**src/rtl/npu_act_mem_arbiter_pkg.sv**
```systemverilog
// npu_act_mem_arbiter_pkg: grant encoding and activation-memory geometry defaults
`ifndef LOG2_ACT_ADDR_WIDTH
`define LOG2_ACT_ADDR_WIDTH 12
`endif
`ifndef ACT_MEM_DEPTH
`define ACT_MEM_DEPTH 3968
`endif
package npu_act_mem_arbiter_pkg;
    typedef logic [2:0] gnt_t;
    localparam gnt_t GNT_NONE = 3'b000;
    localparam gnt_t GNT_H    = 3'b001;
    localparam gnt_t GNT_R    = 3'b010;
    localparam gnt_t GNT_S    = 3'b100;
endpackage

```
**src/rtl/npu_arb_prio3.sv**
```systemverilog
// npu_arb_prio3: H > R > S one-hot picker; promote_s lifts S above R but never above H
module npu_arb_prio3
    import npu_act_mem_arbiter_pkg::*;
(
    input  logic h,
    input  logic r,
    input  logic s,
    input  logic promote_s,
    output gnt_t gnt
);
    always_comb gnt = h ? GNT_H : (s && promote_s) ? GNT_S : r ? GNT_R : s ? GNT_S : GNT_NONE;
endmodule

```
**src/rtl/npu_act_mem_arbiter.sv**
```systemverilog
// npu_act_mem_arbiter: shares the single-port activation BRAM between post-proc writes,
// MAC operand reads and the host port, with a starvation guard for the host.
module npu_act_mem_arbiter
    import npu_act_mem_arbiter_pkg::*;
#(
    parameter int DATA_WIDTH   = 8,
    parameter int ADDR_WIDTH   = `LOG2_ACT_ADDR_WIDTH,
    parameter int MEM_DEPTH    = `ACT_MEM_DEPTH,
    parameter int STARVE_LIMIT = 16
) (
    input  logic                  clk,
    input  logic                  rst,
    input  logic                  hw_mem_wr,
    input  logic [ADDR_WIDTH-1:0] hw_mem_wr_addr,
    input  logic [DATA_WIDTH-1:0] hw_mem_wr_data,
    output logic                  hw_mem_wr_ack_p,
    input  logic                  rd_req,
    input  logic [ADDR_WIDTH-1:0] rd_addr,
    output logic                  rd_ack_p,
    output logic [DATA_WIDTH-1:0] rd_data,
    output logic                  rd_data_valid_p,
    input  logic                  sw_req,
    input  logic                  sw_we,
    input  logic [ADDR_WIDTH-1:0] sw_addr,
    input  logic [DATA_WIDTH-1:0] sw_wdata,
    output logic                  sw_ack_p,
    output logic [DATA_WIDTH-1:0] sw_rdata,
    output logic                  sw_rdata_valid_p,
    output logic                  mem_en,
    output logic                  mem_we,
    output logic [ADDR_WIDTH-1:0] mem_addr,
    output logic [DATA_WIDTH-1:0] mem_wdata,
    input  logic [DATA_WIDTH-1:0] mem_rdata,
    output logic                  addr_err,
    input  logic                  err_clr
);
    localparam int CW = $clog2(STARVE_LIMIT + 1);
    localparam logic [CW-1:0] LIMIT = STARVE_LIMIT[CW-1:0];
    localparam logic [ADDR_WIDTH:0] DEPTH = MEM_DEPTH[ADDR_WIDTH:0];

    gnt_t                  gnt;
    logic                  h_ok, r_ok, s_ok, promote, any, g_we, g_oor, issue;
    logic [ADDR_WIDTH-1:0] g_addr;
    logic [DATA_WIDTH-1:0] g_wdata;
    logic [CW-1:0]         starve_cnt;
    logic                  sw_rd_pend, pend_oor, vld_oor;

    // a port acked this cycle still shows its old request, so it sits out one round
    assign h_ok    = hw_mem_wr && !hw_mem_wr_ack_p;
    assign r_ok    = rd_req && !rd_ack_p;
    assign s_ok    = sw_req && !sw_ack_p;
    assign promote = starve_cnt == LIMIT;

    npu_arb_prio3 u_prio (
        .h         (h_ok),
        .r         (r_ok),
        .s         (s_ok),
        .promote_s (promote),
        .gnt       (gnt)
    );

    always_comb begin
        any     = |gnt;
        g_addr  = gnt[0] ? hw_mem_wr_addr : gnt[1] ? rd_addr : sw_addr;
        g_wdata = gnt[0] ? hw_mem_wr_data : sw_wdata;
        g_we    = gnt[0] || (gnt[2] && sw_we);
        g_oor   = {1'b0, g_addr} >= DEPTH;
        issue   = any && !g_oor;
    end

    always_ff @(posedge clk) begin
        if (rst) begin
            hw_mem_wr_ack_p  <= 1'b0;
            rd_ack_p         <= 1'b0;
            sw_ack_p         <= 1'b0;
            mem_en           <= 1'b0;
            mem_we           <= 1'b0;
            mem_addr         <= '0;
            mem_wdata        <= '0;
            sw_rd_pend       <= 1'b0;
            pend_oor         <= 1'b0;
            rd_data_valid_p  <= 1'b0;
            sw_rdata_valid_p <= 1'b0;
            vld_oor          <= 1'b0;
            addr_err         <= 1'b0;
            starve_cnt       <= '0;
        end else begin
            hw_mem_wr_ack_p  <= gnt[0];
            rd_ack_p         <= gnt[1];
            sw_ack_p         <= gnt[2];
            mem_en           <= issue;
            mem_we           <= issue && g_we;
            if (issue) mem_addr <= g_addr;
            if (issue && g_we) mem_wdata <= g_wdata;
            sw_rd_pend       <= gnt[2] && !sw_we;
            pend_oor         <= any && g_oor;
            rd_data_valid_p  <= rd_ack_p;
            sw_rdata_valid_p <= sw_rd_pend;
            vld_oor          <= pend_oor;
            addr_err         <= (any && g_oor) || (addr_err && !err_clr);
            starve_cnt       <= (!sw_req || gnt[2]) ? '0 : (s_ok && !promote) ? starve_cnt + 1'b1 : starve_cnt;
        end
    end

    // out-of-range reads never touched the BRAM, so their data is forced to zero
    assign rd_data  = (rd_data_valid_p && !vld_oor) ? mem_rdata : '0;
    assign sw_rdata = (sw_rdata_valid_p && !vld_oor) ? mem_rdata : '0;
endmodule

```
**config.mk**
```make
export PLATFORM = sky130hd
export DESIGN_NAME = npu_act_mem_arbiter
export DESIGN_NICKNAME = d
export VERILOG_FILES = /design/src/rtl/npu_act_mem_arbiter_pkg.sv /design/src/rtl/npu_arb_prio3.sv /design/src/rtl/npu_act_mem_arbiter.sv
export SDC_FILE = /design/constraint.sdc
export NUM_CORES = 1
export LEC_CHECK = 0
export ABC_AREA = 1
export BUFFER_PORTS_ARGS = -buffer_cell sky130_fd_sc_hd__buf_2
export CAP_MARGIN = 20
export CORE_MARGIN = 2
export CORE_UTILIZATION = 44
export CTS_CLUSTER_DIAMETER = 60
export CTS_CLUSTER_SIZE = 25
export DETAILED_ROUTE_END_ITERATION = 12
export PLACE_DENSITY = 0.8
export SETUP_SLACK_MARGIN = 0.1
export SYNTH_ARGS = -nofsm -noshare
export SYNTH_HDL_FRONTEND = slang
export SYNTH_SLANG_ARGS = --single-unit
```
**constraint.sdc**
```tcl
create_clock -name clk -period 2.57 [get_ports clk]
set_input_delay 0.514 -clock clk [delete_from_list [all_inputs] [get_ports clk]]
set_output_delay 0.514 -clock clk [all_outputs]
set_load 0.005 [all_outputs]
```
# == Word level (Yosys, flattened, before mapping) ==
# Cells that the tools add are included.
# op_classes
n_addsub,1
magnitude_cmp,1
n_eq_ne,1
n_mux,9
n_reduce_logical,27
# ops
operator,count
two-way mux 12 bit,2
two-way mux 8 bit,3
logical AND 1 bit,13
greater-or-equal comparator 12 bit (second input constant),1
two-way mux 3 bit,4
logical NOT 1 bit,9
adder 5 x 1 -> 5 bit (second input constant),1
equality test 5 bit (second input constant),1
logical OR 1 bit,3
OR reduction 3 bit,1
OR reduction 2 bit,1
# totals
register_bits,36
input_bits,67
out_inout_bits,44
word_cells,53

# == Logic depth before layout (Yosys ltp) ==
# depth
ltp_word,12
ltp_mapped,16
mapped_depth_nobuf,16

# == Hierarchy ==
# A second synthesis with hierarchy kept.
# unflattened
hier_cells,317
hier_area_um2,2005.7
# modules_own_cells
module,instances,cells_per_inst,area_per_inst_um2,seq_area_each_um2
npu_act_mem_arbiter,1,307,1964.4,720.7
npu_arb_prio3,1,10,41.3,0.0

# == Worst setup path before layout ==
# Ideal clock, no wire load.
# synth_timing
path_type,reg-to-reg
start,reg starve_cnt[0]
end,reg mem_addr[10]
setup_ns,0.115
arrival_ns,1.838
t_required_ns,2.455
slack_ns,0.618
path_stages_with_launch,15
n_path_buf,1
period_less_slack_ns,1.952
path_cell_list,dfxtp_1 > inv_1 > ha_1 > nand2_1 > inv_1 > nand3_4 > nand2_4 > nor2_2 > nand2_2 > nand3_2 > nand3_4 > nand2_4 > inv_4 > buf_6 > o21a_1
# synth_between
elab_chain_cells,9
word_cells_on_any_way,10
cone_classes,order compare: 1; eq/ne: 1; mux: 4; reduce/logical: 4
# synth_lines
element,line,rtl
start: declaration,npu_act_mem_arbiter.sv:45,logic [CW-1:0] starve_cnt;
start signal: assignment,npu_act_mem_arbiter.sv:101,starve_cnt <= (!sw_req || gnt[2]) ? '0 : (s_ok && !promote) ? starve_cnt + 1'b1 : starve_cnt;
equality test 5 bit *,npu_act_mem_arbiter.sv:52,assign promote = starve_cnt == LIMIT;
logical AND 1 bit *,npu_arb_prio3.sv:11,always_comb gnt = h ? GNT_H : (s && promote_s) ? GNT_S : r ? GNT_R : s ? GNT_S : GNT_NONE;
two-way mux 3 bit * (2 in a row),npu_arb_prio3.sv:11,
two-way mux 12 bit (2 in a row),npu_act_mem_arbiter.sv:64,g_addr = gnt[0] ? hw_mem_wr_addr : gnt[1] ? rd_addr : sw_addr;
greater-or-equal comparator 12 bit,npu_act_mem_arbiter.sv:67,"g_oor = {1'b0, g_addr} >= DEPTH;"
logical NOT 1 bit,npu_act_mem_arbiter.sv:68,issue = any && !g_oor;
logical AND 1 bit,npu_act_mem_arbiter.sv:68,
end signal: assignment,npu_act_mem_arbiter.sv:93,if (issue) mem_addr <= g_addr;
end: declaration,npu_act_mem_arbiter.sv:31,"output logic [ADDR_WIDTH-1:0] mem_addr,"
# Mark *: on every way between the ends. The rest lies on a longest branch, timed or not.
# A chain may end at the register's enable or synchronous reset.

# == Worst setup path in the final report ==
# Ends and elaborated chain as after synthesis.

==> results by group <==
CTS
  – Post-CTS Hold Buffers: 0
  – Clock Tree Root: clkbuf_8
  – Deepest clock path buffer count: 2
  – # Post-CTS Setup Buffers: 0
  – Clock-pin slew on the worst setup and hold paths: 70 ps
  – H-tree depth: 2
  – Clk_lat worst skew: 290 ps
  – CTS tree: done
  – Num CTS Buffers: 5
  – Number of clock sinks: 36
  – PostCTS Resize Cnt: 0

Pwr
  – Static Leak: 1.53 nW
  – Internal: 0.951 mW
  – Net switching fraction of the power: 30.0%
  – PD cells: 512 mW/mm^2
  – Final Power: 1.36 mW
  – Sw power: 0.408 mW
  – Share of total power in the clock network: 30.6%
  – Combinational power share: 23.5%
  – Sequential power share: 45.9%
  – Max IR drop VDD: 0.253 mV

Synth
  – Synthesized flop and latch total: 36
  – Post-Syn Nets: 369
  – Top cell type's share of synthesized area: 36.2%
  – Most common cell in the synthesized netlist: nand2_1
  – Synth top cells by count: 79 x nand2_1, 66 x nor2_1, 40 x inv_1, 36 x dfxtp_1, 13 x nand3_1
  – Asr flop ratio synth: 0%
  – Post-synthesis sequential area ratio: 36.2%
  – Area leader, netlist: dfxtp_1
  – Synth area leaders: dfxtp_1 36%, nand2_1 15%, nor2_1 12%
  – Syn_area_per_cell: 6.64 um^2
  – Number of synthesized flops with an enable pin: 0
  – Post-synth cell types: 30
  – Cell Area, Synth: 0.00199 mm^2
  – Yosys warns: 0
  – Main synth FF type: dfxtp_1
  – Syn Inst Count: 300

GRT
  – Wire length of the first global-routing pass: 8.43 mm
  – M2 GR Usage: 33.2%
  – Gr busiest metal: met2
  – Global Route met1 Usage: 26.2%
  – Gr ovfl total: 0
  – Vias in the first global route: 1936
  – Total GRT Usage: 20.6%
  – Initial antenna violation count: 0
  – M3 GR Usage: 7.17%
  – Pin count of the biggest net entering global routing: 27

Worst setup path
  – CP cell instances: inv_1 -> ha_1 -> nand2_1 -> inv_1 -> nand3_4 -> nand2_4 -> nor2_2 -> nand2_2 -> nand3_2 -> nand3_4 -> nand2_4 -> inv_4 -> o21a_1
  – Worst setup EP type: register
  – Worst Path Max Fanout: 12
  – Critical path depth: 13
  – Critical path arrival: 2390 ps
  – Worst R2R Path Depth: 13
  – Critical path class: reg -> reg
  – WP buf/inv: 3
  – Worst path required time: 2750 ps
  – Delay-heaviest family, CP: simple AND/OR/NAND/NOR gates
  – Worst path slowest cell: dfxtp_1
  – CP startpoint kind: register
  – Reg-to-reg slack, setup: 360 ps
  – CP peak stage delay: 360 ps

Placement
  – Final HPWL DP: 3.83 mm
  – Routability cong.: 0.807
  – PortBufs: 110
  – Area after DPL: 0.00256 mm^2

Floorplan
  – Die X: 71.3 um
  – Die Height: 71.3 um
  – Area of the die: 0.00508 mm^2
  – Io pins: 111
  – Initial Utilization: 45.7%
  – Cell row count: 24
  – Core area: 0.00435 mm^2

STA
  – Worst hold slack: 419 ps
  – F_max: 453 MHz
  – Worst slew margin: 71.4%
  – Setup tns final: 0 ps
  – Final Hold Vio Count: 0
  – Min Tclk post-route: 2210 ps
  – Slew Limit Fails: 0
  – # setup viols final: 0
  – RSZ-0062 raised after global routing: no
  – Period utilization: 85.9%
  – Worst Tran Pin Value: 429 ps
  – Clock Skew: 3.45 ps

Route
  – Via count: 2151
  – First-iteration detailed-routing DRC count: 148
  – Routed WL: 5.00 mm
  – Post-route ant nets: 0
  – DRC: 0
  – Routed len/inst: 10.8 um
  – TritonRoute pass-1 iters: 4
  – DR vias/cell: 4.65

Final layout
  – Final instance area: 0.00265 mm^2
  – Biggest regs: mem_addr: 12 flops, mem_wdata: 8 flops, starve_cnt: 5 flops
  – # diodes: 0
  – Fin nets: 479
  – Fin util: 60.9%
  – Register bank with the most flops: mem_addr
  – Area growth from synthesis to layout: 33.3%
  – Max FFs per register: 12
  – Share of cells above drive strength 1: 35.8%

Hold path
  – Hold/Removal Path Class: reg -> reg
  – Hold depth: 2

Run
  – Max-Cap Viols: 0

Status
  – Outcome: finished, final reports clean
layer usage:
metal | wire length (um) | up-vias
li1 | - | 1132
met1 | 2230 | 942
met2 | 2350 | 71
met3 | 368 | 6
met4 | 49 | 0
met5 | 0 | -
power groups by stage:
stage                     clock [mW]  combinational, mW  sequential (mW)
after floorplan                    0              0.194            0.640
after global placement             0              0.312            0.636
after detailed placement           0              0.319            0.637
after CTS                      0.422              0.322            0.625
after global routing           0.459              0.365            0.629
final                          0.416              0.319            0.624
worst paths after layout:
check / from / to
worst min register to register: sw_rd_pend / sw_rdata_valid_p
worst min-delay path: sw_rd_pend / sw_rdata_valid_p
worst max-delay path: starve_cnt[0] / mem_addr[10]
worst max register to register: starve_cnt[0] / mem_addr[10]
metrics by stage:
| stage | cells | worst slack, ps |
|---|---|---|
| CTS | 463 | 345 |
| finish | 463 | 363 |
| global route | 463 | 113 |
| detailed placement | 455 | 120 |
| global placement | 455 | 209 |
| floorplan | 300 | 618 |
cell families (layout without fill, tap and decap cells):
logic type / after synthesis / after routing / synth area share [%]
and+or+nand+nor: 192 / 192 / 46.4
buffers and inverters: 51 / 162 / 10.9
DFF: 36 / 36 / 36.2
AOI/OAI and AO/OA: 18 / 18 / 4.78
adders and majority gates: 2 / 2 / 1.26
xor gates and xnor gates: 1 / 1 / 0.440
worst reg2reg max path, stage by stage (launching register included):
cell	delay, ps
dfxtp_1	360
inv_1	80
ha_1	190
nand2_1	60
inv_1	60
nand3_4	120
nand2_4	100
nor2_2	360
nand2_2	90
nand3_2	140
nand3_4	130
nand2_4	150
inv_4	90
o21a_1	180
cell type report:
cell class	instances	area, um^2
Timing Repair Buffer	111	558
Tap cell	52	65.1
Clock inverter	2	10.0
Inverter	43	164
Sequential cell	36	721
Multi-Input combinational cell	213	1050
Fill cell	427	1700
Clock buffer	6	82.6
cells in the final DEF (no fill, tap or decap), types with 4 or more instances in the layout:
cell type	synthesis	final
a21oi_1	5	5
buf_2	0	110
clkbuf_8	0	6
dfxtp_1	36	36
inv_1	40	40
nand2_1	79	79
nand3_1	13	13
nand3_2	5	5
nand4_1	4	4
nor2_1	66	66
nor2_4	4	4
o21ai_0	9	9
or2_2	4	4
No activity file was read; power rests on OpenSTA's default activity.
